`config.mk`:
```
export PLATFORM = sky130hd
export DESIGN_NAME = kws_cmd_sequencer
export DESIGN_NICKNAME = d
export VERILOG_FILES = /design/src/rtl/kws_cmd_sequencer.sv
export SDC_FILE = /design/constraint.sdc
export NUM_CORES = 1
export LEC_CHECK = 0
export CAP_MARGIN = 20
export CORE_UTILIZATION = 57
export DETAILED_ROUTE_END_ITERATION = 8
export PLACE_DENSITY = 0.76
export SETUP_SLACK_MARGIN = 0.5
export SKIP_LAST_GASP = 1
export SLEW_MARGIN = 25
export SYNTH_ARGS = -nofsm -noshare
export SYNTH_HDL_FRONTEND = slang
export SYNTH_SLANG_ARGS = --single-unit
```
`constraint.sdc`:
```
create_clock -name clk -period 3.1 [get_ports clk]
set_input_delay 0.31 -clock clk [delete_from_list [all_inputs] [get_ports clk]]
set_output_delay 0.31 -clock clk [all_outputs]
set_load 0.1 [all_outputs]
```
`src/rtl/kws_cmd_sequencer.sv`:
```
// kws_cmd_sequencer: host-loaded opcode program issued to the KWS layer FSM
// one command at a time, with per-command timeout and opcode legality check.
module kws_cmd_sequencer #(
  parameter int DEPTH   = 8,
  parameter int IDX_W   = $clog2(DEPTH),
  parameter int TIMEOUT = 1024,
  parameter int CNT_W   = $clog2(TIMEOUT) + 1
) (
  input  logic             clk,
  input  logic             rst_n,
  input  logic             prog_we,
  input  logic [IDX_W-1:0] prog_addr,
  input  logic [3:0]       prog_data,
  input  logic [IDX_W:0]   prog_len,
  input  logic             run,
  input  logic             abort,
  output logic             start,
  output logic [3:0]       opcode,
  input  logic             done,
  output logic             busy,
  output logic [IDX_W-1:0] cmd_idx,
  output logic             seq_done,
  output logic             timeout_err,
  output logic             op_err
);

  localparam logic [1:0] S_IDLE  = 2'd0;
  localparam logic [1:0] S_ISSUE = 2'd1;
  localparam logic [1:0] S_WAIT  = 2'd2;

  localparam logic [IDX_W:0]   LEN_MAX  = (IDX_W+1)'(DEPTH);
  // Final WAIT count: expiry lands TIMEOUT cycles after the start pulse
  localparam logic [CNT_W-1:0] CNT_LAST = CNT_W'(TIMEOUT - 2);

  logic [1:0]       r_state;
  logic [3:0]       r_slot [DEPTH];
  logic [IDX_W:0]   r_len;
  logic [IDX_W-1:0] r_idx;
  logic [CNT_W-1:0] r_cnt;
  logic             r_start;
  logic [3:0]       r_opcode;
  logic             r_busy;
  logic [IDX_W-1:0] r_cmd_idx;
  logic             r_seq_done;
  logic             r_tmo;
  logic             r_operr;

  logic [IDX_W:0]   w_len;
  logic             w_last;
  logic [IDX_W-1:0] w_nxt_idx;
  logic [3:0]       w_nxt_op;
  logic [3:0]       w_op0;

  function automatic logic f_legal(input logic [3:0] op);
    return (op >= 4'd3) && (op <= 4'd9);
  endfunction

  assign w_len     = (prog_len > LEN_MAX) ? LEN_MAX : prog_len;
  assign w_last    = ({1'b0, r_idx} == (r_len - 1'b1));
  assign w_nxt_idx = r_idx + 1'b1;
  assign w_nxt_op  = r_slot[w_nxt_idx];
  assign w_op0     = r_slot[0];

  always_ff @(posedge clk) begin
    if (!rst_n) begin
      r_state    <= S_IDLE;
      r_len      <= '0;
      r_idx      <= '0;
      r_cnt      <= '0;
      r_start    <= 1'b0;
      r_opcode   <= '0;
      r_busy     <= 1'b0;
      r_cmd_idx  <= '0;
      r_seq_done <= 1'b0;
      r_tmo      <= 1'b0;
      r_operr    <= 1'b0;
      for (int i = 0; i < DEPTH; i++) begin
        r_slot[i] <= '0;
      end
    end else begin
      r_start    <= 1'b0;
      r_seq_done <= 1'b0;
      unique case (r_state)
        S_IDLE: begin
          if (prog_we) begin
            r_slot[prog_addr] <= prog_data;
          end
          if (run && !abort) begin
            r_tmo   <= 1'b0;
            r_operr <= 1'b0;
            r_len   <= w_len;
            r_idx   <= '0;
            if (w_len == '0) begin
              r_seq_done <= 1'b1;
            end else if (!f_legal(w_op0)) begin
              r_operr <= 1'b1;
            end else begin
              r_state   <= S_ISSUE;
              r_busy    <= 1'b1;
              r_start   <= 1'b1;
              r_opcode  <= w_op0;
              r_cmd_idx <= '0;
            end
          end
        end
        S_ISSUE: begin
          if (abort) begin
            r_state <= S_IDLE;
            r_busy  <= 1'b0;
          end else begin
            r_state <= S_WAIT;
            r_cnt   <= '0;
          end
        end
        S_WAIT: begin
          if (abort) begin
            r_state <= S_IDLE;
            r_busy  <= 1'b0;
          end else if (done && w_last) begin
            r_state    <= S_IDLE;
            r_busy     <= 1'b0;
            r_seq_done <= 1'b1;
          end else if (done) begin
            r_idx <= w_nxt_idx;
            if (!f_legal(w_nxt_op)) begin
              r_state <= S_IDLE;
              r_busy  <= 1'b0;
              r_operr <= 1'b1;
            end else begin
              r_state   <= S_ISSUE;
              r_start   <= 1'b1;
              r_opcode  <= w_nxt_op;
              r_cmd_idx <= w_nxt_idx;
            end
          end else if (r_cnt == CNT_LAST) begin
            r_state <= S_IDLE;
            r_busy  <= 1'b0;
            r_tmo   <= 1'b1;
          end else begin
            r_cnt <= r_cnt + 1'b1;
          end
        end
        default: begin
          r_state <= S_IDLE;
          r_busy  <= 1'b0;
        end
      endcase
    end
  end

  assign start       = r_start;
  assign opcode      = r_opcode;
  assign busy        = r_busy;
  assign cmd_idx     = r_cmd_idx;
  assign seq_done    = r_seq_done;
  assign timeout_err = r_tmo;
  assign op_err      = r_operr;

endmodule

```
=== Word level (Yosys, flattened, before mapping) ===
Memories as Yosys holds them, arrays and structs flattened.
Index checks and enable logic that the tools add are counted.

* Flip-flop bits (word level): 32
* RAM bits: 32
* Input bits: 17
* Output and inout bits: 12
* Word-level logic and storage cells: 140
* Memories: 1

{| class="wikitable"
|+ Memory list
! name !! depth !! bits a word !! rd ports !! clocked after memory_dff !! write ports !! RTL line !! text
|-
| r_slot || 8 || 4 || 2 || 0 || 8 || 36 || <nowiki>logic [3:0] r_slot [DEPTH];</nowiki>
|}

* Add/sub/neg operators: 3
* $lt $le $gt $ge: 5
* Eq/ne operators: 19
* Mux-type cells: 83
* Reductions and logical operators: 18

{| class="wikitable"
|+ Operators by type and width
! kind !! count
|-
| 11-bit two-way mux || 5
|-
| 1-bit two-way mux || 39
|-
| 3-bit two-way mux || 12
|-
| 4-bit two-way mux || 9
|-
| 2-bit inequality test (second input constant) || 13
|-
| 6-bit AND reduction || 4
|-
| 11-bit one-hot mux with 2 select lines || 1
|-
| 2-bit two-way mux || 8
|-
| 3-bit one-hot mux with 2 select lines || 2
|-
| 11-bit by 1-bit adder with 11-bit output (second input constant) || 1
|-
| 11-bit by 10-bit == test with 1-bit output (second input constant) || 1
|-
| 5-bit inequality test (second input constant) || 2
|-
| 4-bit by 2-bit >= comparator with 1-bit output (second input constant) || 2
|-
| 4-bit <= comparator (second input constant) || 2
|-
| 1-bit one-hot mux with 2 select lines || 4
|-
| 4-bit one-hot mux with 2 select lines || 1
|-
| 8-bit AND reduction || 1
|-
| 2-bit one-hot mux with 3 select lines || 1
|-
| 5-bit AND reduction || 1
|-
| 3-bit by 4-bit == test with 1-bit output || 1
|-
| 4-bit > comparator (second input constant) || 1
|-
| 1-bit logical AND || 4
|-
| 4-bit zero test || 1
|-
| 4-bit AND reduction || 1
|-
| 10 further kinds || 11
|}

=== Longest topological paths before layout ===
An unclocked memory read counts as a cell.

* Depth in word-level cells: 9
* Depth in mapped cells: 9
* Mapped depth without buffers: 8

=== Least setup slack after synthesis ===
No wires, ideal clock.

* Kind: register to register
* Start: register r_idx[1]
* End: register r_opcode[0] (netlist: opcode[0])
* Library setup time: 0.123 ns
* Arrival: 2.069 ns
* Required time: 2.977 ns
* Setup slack: 0.908 ns
* Stages on the path, launching flop included: 10
* Buffers on the path: 2
* Period minus slack after synthesis: 2.192 ns
* Cells stage by stage: dfxtp_1 ha_1 buf_6 buf_12 mux2i_1 mux4_2 a31oi_1 a21bo_2 o2111ai_1 a21boi_1

* Word-level cells in the longest chain between the ends: 7
* Elaborated cells between the ends (all ways): 15
* Those cells by class: add/sub (1); order compare (2); eq/ne (3); mux (5); reduce/logical (3); memory (1)

{| class="wikitable"
|+ Ends and longest elaborated chain
! what !! RTL line !! text
|-
| start, declared || 38 || <nowiki>logic [IDX_W-1:0] r_idx;</nowiki>
|-
| start signal, assigned || 124 || <nowiki>r_idx <= w_nxt_idx;</nowiki>
|-
| parallel branches: the longest is 7 deep, another holds memory read 8 x 4 bit || -- ||
|-
| end signal, assigned || 101 || <nowiki>r_opcode <= w_op0;</nowiki>
|-
| end signal, assigned || 132 || <nowiki>r_opcode <= w_nxt_op;</nowiki>
|-
| end, declared || 41 || <nowiki>logic [3:0] r_opcode;</nowiki>
|}

Several ways; the timed one is not identified. The select of a mux whose other input is x is not followed.
A chain may end at the register's enable or synchronous reset.

=== Final worst setup path ===
* Start: register r_idx[1]
* End: register r_cmd_idx[2] (netlist: cmd_idx[2])

* Word-level cells in the longest chain between the ends: 6
* Elaborated cells between the ends (all ways): 15
* Those cells by class: add/sub (1); order compare (2); eq/ne (3); mux (5); reduce/logical (3); memory (1)

{| class="wikitable"
|+ Ends and longest elaborated chain
! what !! RTL line !! text
|-
| 3-bit by 1-bit adder with 3-bit output || 60 || <nowiki>assign w_nxt_idx = r_idx + 1'b1;</nowiki>
|-
| memory read 8 x 4 bit or 3-bit two-way mux (tied branches) || -- ||
|-
| 4-bit by 2-bit >= comparator with 1-bit output, or another cell as far along || 55 || <nowiki>return (op >= 4'd3) && (op <= 4'd9);</nowiki>
|-
| 1-bit logical AND or 3-bit two-way mux (tied branches) || 55, 119 ||
|-
| 2-bit inequality test (no source line) or 3-bit two-way mux (tied branches) || -- ||
|-
| 8-bit AND reduction (no source line) or 3-bit one-hot mux with 2 select lines (tied branches) || -- ||
|-
| end signal, assigned || 133 || <nowiki>r_cmd_idx <= w_nxt_idx;</nowiki>
|-
| end, declared || 43 || <nowiki>logic [IDX_W-1:0] r_cmd_idx;</nowiki>
|}

Several ways; a longest one is shown, not always the timed one. The select of a mux whose other input is x is not followed.

==> metrics.md <==
| Metric | Value |
|---|---|
| Cell Pwr Density | `491 mW/mm2` |
| Met2 usage | `39.2%` |
| # resized after CTS | `0` |
| Syn Inst Count | `298` |
| Htree depth | `3` |
| Worst Hold Slack | `0.454 ns` |
| Dpl ws | `0.682 ns` |
| Asr flop ratio synth | `0%` |
| CTS max path bufs | `2` |
| First-pass GRT wire length | `10.9 mm` |
| Num rows | `27` |
| Slew HR | `34.6%` |
| # IOs | `29` |
| Sw Ratio | `23.7%` |
| Number of hold violations in the final report | `0` |
| CTS Hold Bufs | `0` |
| Drt pass-1 iters | `4` |
| Grt peak-use layer | `met2` |
| Die Area | `0.00599 mm2` |
| Routed len/inst | `16.2 um` |
| CTS tree | `yes` |
| R2R Setup Slk | `0.69 ns` |
| Hold_sp | `cmd_idx[0]` |
| Worst reg2reg path endpoint | `cmd_idx[2]` |
| Synth Flop Type | `edfxtp_1` |
| Fin area | `0.00378 mm2` |
| Post-Syn Nets | `319` |
| Placed Area | `0.00357 mm2` |
| Mean Syn Cell Area | `10.9 um2` |
| Sw power | `0.440 mW` |
| Most numerous cell in the Yosys netlist | `and2_1` |
| Static leakage power | `1.30 nW` |
| Initial antenna violation count | `0` |
| Worst Max-Slew Pin Slew | `0.978 ns` |
| CP arrival | `2.69 ns` |
| Layout cell share with drive strength beyond 1 | `8.93%` |
| Top post-synthesis cells by area | `edfxtp_1 30%, dfxtp_1 20%, and2_1 6.6%` |
| Unrepaired setup endpoints after global routing | `false` |
| Hold WC Path Type | `register to register` |
| Synth cell count leaders | `34 x and2_1, 32 x dfxtp_1, 32 x edfxtp_1, 18 x nand2_1, 18 x nor2_1` |
| Critical Path Fanout Max | `6` |
| Final period util | `77.8%` |
| Logic gate share of total power | `8.0%` |
| Final WS setup | `0.687 ns` |
| Via count | `2,309` |
| Reg2reg start | `r_idx[1]` |
| HPWL after DPL | `4.64 mm` |
| Clock-pin slew on the worst setup and hold paths | `0.07 ns` |
| Worst skew pair latency | `0.35 ns` |
| # DRC | `0` |
| I/O Buffers | `28` |
| Mapped cell area | `0.00324 mm2` |
| Internal Pwr Total | `1.41 mW` |
| Die height | `77.4 um` |
| Worst-case reg-to-reg path depth | `7` |
| Area of the core | `0.00551 mm2` |
| Met3 Usage GRT | `5.53%` |
| Status | `finished, final reports clean` |
| Clock skew | `0.00655 ns` |
| Nets | `352` |
| Critical setup path kind | `register to register` |
| TritonCTS Buffers | `9` |
| Setup crit start | `r_idx[1]` |
| Maximum number of pins on one net before global-route repair | `24` |
| Tmin final | `2.41 ns` |
| Gr ovfl total | `0` |
| Layout overhead on the synthesized area | `16.7%` |
| GRT Overall Usage | `24.3%` |
| Root Driver | `clkbuf_8` |
| VDD IR max | `314 uV` |
| Fin. max-slew vios | `0` |
| EDFF count, synth | `32` |
| Worst Path Required | `3.38 ns` |
| Starting Density | `58.8%` |
| Vias per cell | `5.66` |
| Number of synthesized register bits | `64` |
| Vias in the first global route | `2,209` |
| Fin cells | `408` |
| DRT iter0 DRCs | `98` |
| Global Route met1 Usage | `30.5%` |
| WL final | `6.59 mm` |
| Setup TNS | `0 ns` |
| Synth Warn # | `0` |
| Setup bufs post-CTS | `0` |
| # setup viols final | `0` |
| Clock Power Share | `42.0%` |
| Routability cong. | `0.891` |
| Post-synthesis sequential area ratio | `49.5%` |
| Critical path endpoint category | `register` |
| Clock sinks | `64` |
| # diodes | `0` |
| Sequential share of power | `50.0%` |
| Antenna viol nets, final | `0` |
| Fill cell count | `427` |
| Die Wd | `77.4 um` |
| Cell taking the most area after synthesis | `edfxtp_1` |
| Synth top area share | `29.7%` |
| Hold EP | `cmd_idx[0]` |
| Placed Cells | `392` |
| Count of different cell masters after synthesis | `53` |
| Hold Path Stages | `2` |
| Max Cap Violations | `0` |
| Crit path launch type | `register` |
| Achievable Freq | `414 MHz` |
[registers in the layout (all words and copies together), names as in the netlist]
name / flops
busy: 1
opcode: 4
timeout_err: 1
r_len: 4
start: 1
r_idx: 3
r_state: 2
op_err: 1
seq_done: 1
r_cnt: 11
r_slot: 32
cmd_idx: 3
[per-stage QoR]
stage	power (mW)	util [%]
after floorplan	1.03	-
after global placement	1.09	64.8
after detailed placement	1.09	64.8
after CTS	1.87	68.6
after global routing	1.92	68.6
final	1.85	68.6
[critical path: stages (launching register included)]
cell and delay, ns:
dfxtp_1 0.37, ha_1 0.30, xor2_4 0.31, mux4_2 0.61, a31oi_1 0.21, a21boi_2 0.28
nor2_1 0.10, o22ai_1 0.16
[worst max-delay path by stage]
stage                 end  slack, ns
6_report       cmd_idx[2]       0.69
5_1_grt        cmd_idx[2]       0.50
4_1_cts        cmd_idx[2]       0.66
3_5_place_dp   cmd_idx[2]       0.68
3_3_place_gp   cmd_idx[0]       0.76
2_1_floorplan   opcode[0]       0.91
[power groups by stage]
stage               registers (mW)  logic, mW  clock network (mW)
floorplan                    0.965     0.0701                   0
global placement             0.946      0.145                   0
CTS                          0.928      0.148               0.790
global route                 0.930      0.159               0.828
finish                       0.928      0.148               0.779
detailed placement           0.947      0.147                   0
[cells in the final DEF (no fill, tap or decap), types with 4 or more instances in the layout]
master and instances:
or3_1 6, mux2i_1 15, o2111ai_1 4, nor3_1 5
and2_1 34, nand2_1 18, o21ai_0 14, nand3b_1 6
dfxtp_1 32, clkdlybuf4s50_1 28, o22ai_1 6, inv_1 9
edfxtp_1 32, xor2_1 4, nor2_1 18, ha_1 4
a21oi_1 10, nand2b_1 10, o21ai_1 5, a21boi_1 9
nor3b_1 4, clkbuf_8 9, mux4_2 4, nand3_1 4
[metal layers]
metal	up-vias	wire length, um	part of all wire, %
met3	16	248	3.8
met2	49	3190	48
li1	1156	-	-
met4	0	139	2.1
met5	-	0	0
met1	1088	3010	46
[layout make-up]
cell class / instances / area, um2 / area share [%]
Timing Repair Buffer: 31 / 303 / 8.01
Inverter: 9 / 33.8 / 0.894
Clock buffer: 9 / 124 / 3.28
Multi-Input combinational cell: 216 / 1540 / 40.8
Clock inverter: 7 / 86.3 / 2.28
Sequential cell: 64 / 1600 / 42.4
Tap cell: 72 / 90.1 / 2.38
[cell families (layout without fill, tap and decap cells)]
family / after synthesis / in the layout / synth area share, %
XOR/XNOR: 8 / 8 / 2.74
multiplexers: 21 / 21 / 8.58
buffers and inverters: 18 / 56 / 2.94
AO/OA/AOI/OAI: 65 / 65 / 13.3
flip-flops: 64 / 64 / 49.5
adder cells (fa/ha/maj): 4 / 4 / 1.55
AND/OR/NAND/NOR: 118 / 118 / 21.4
Power figures use the tool's default switching activity.
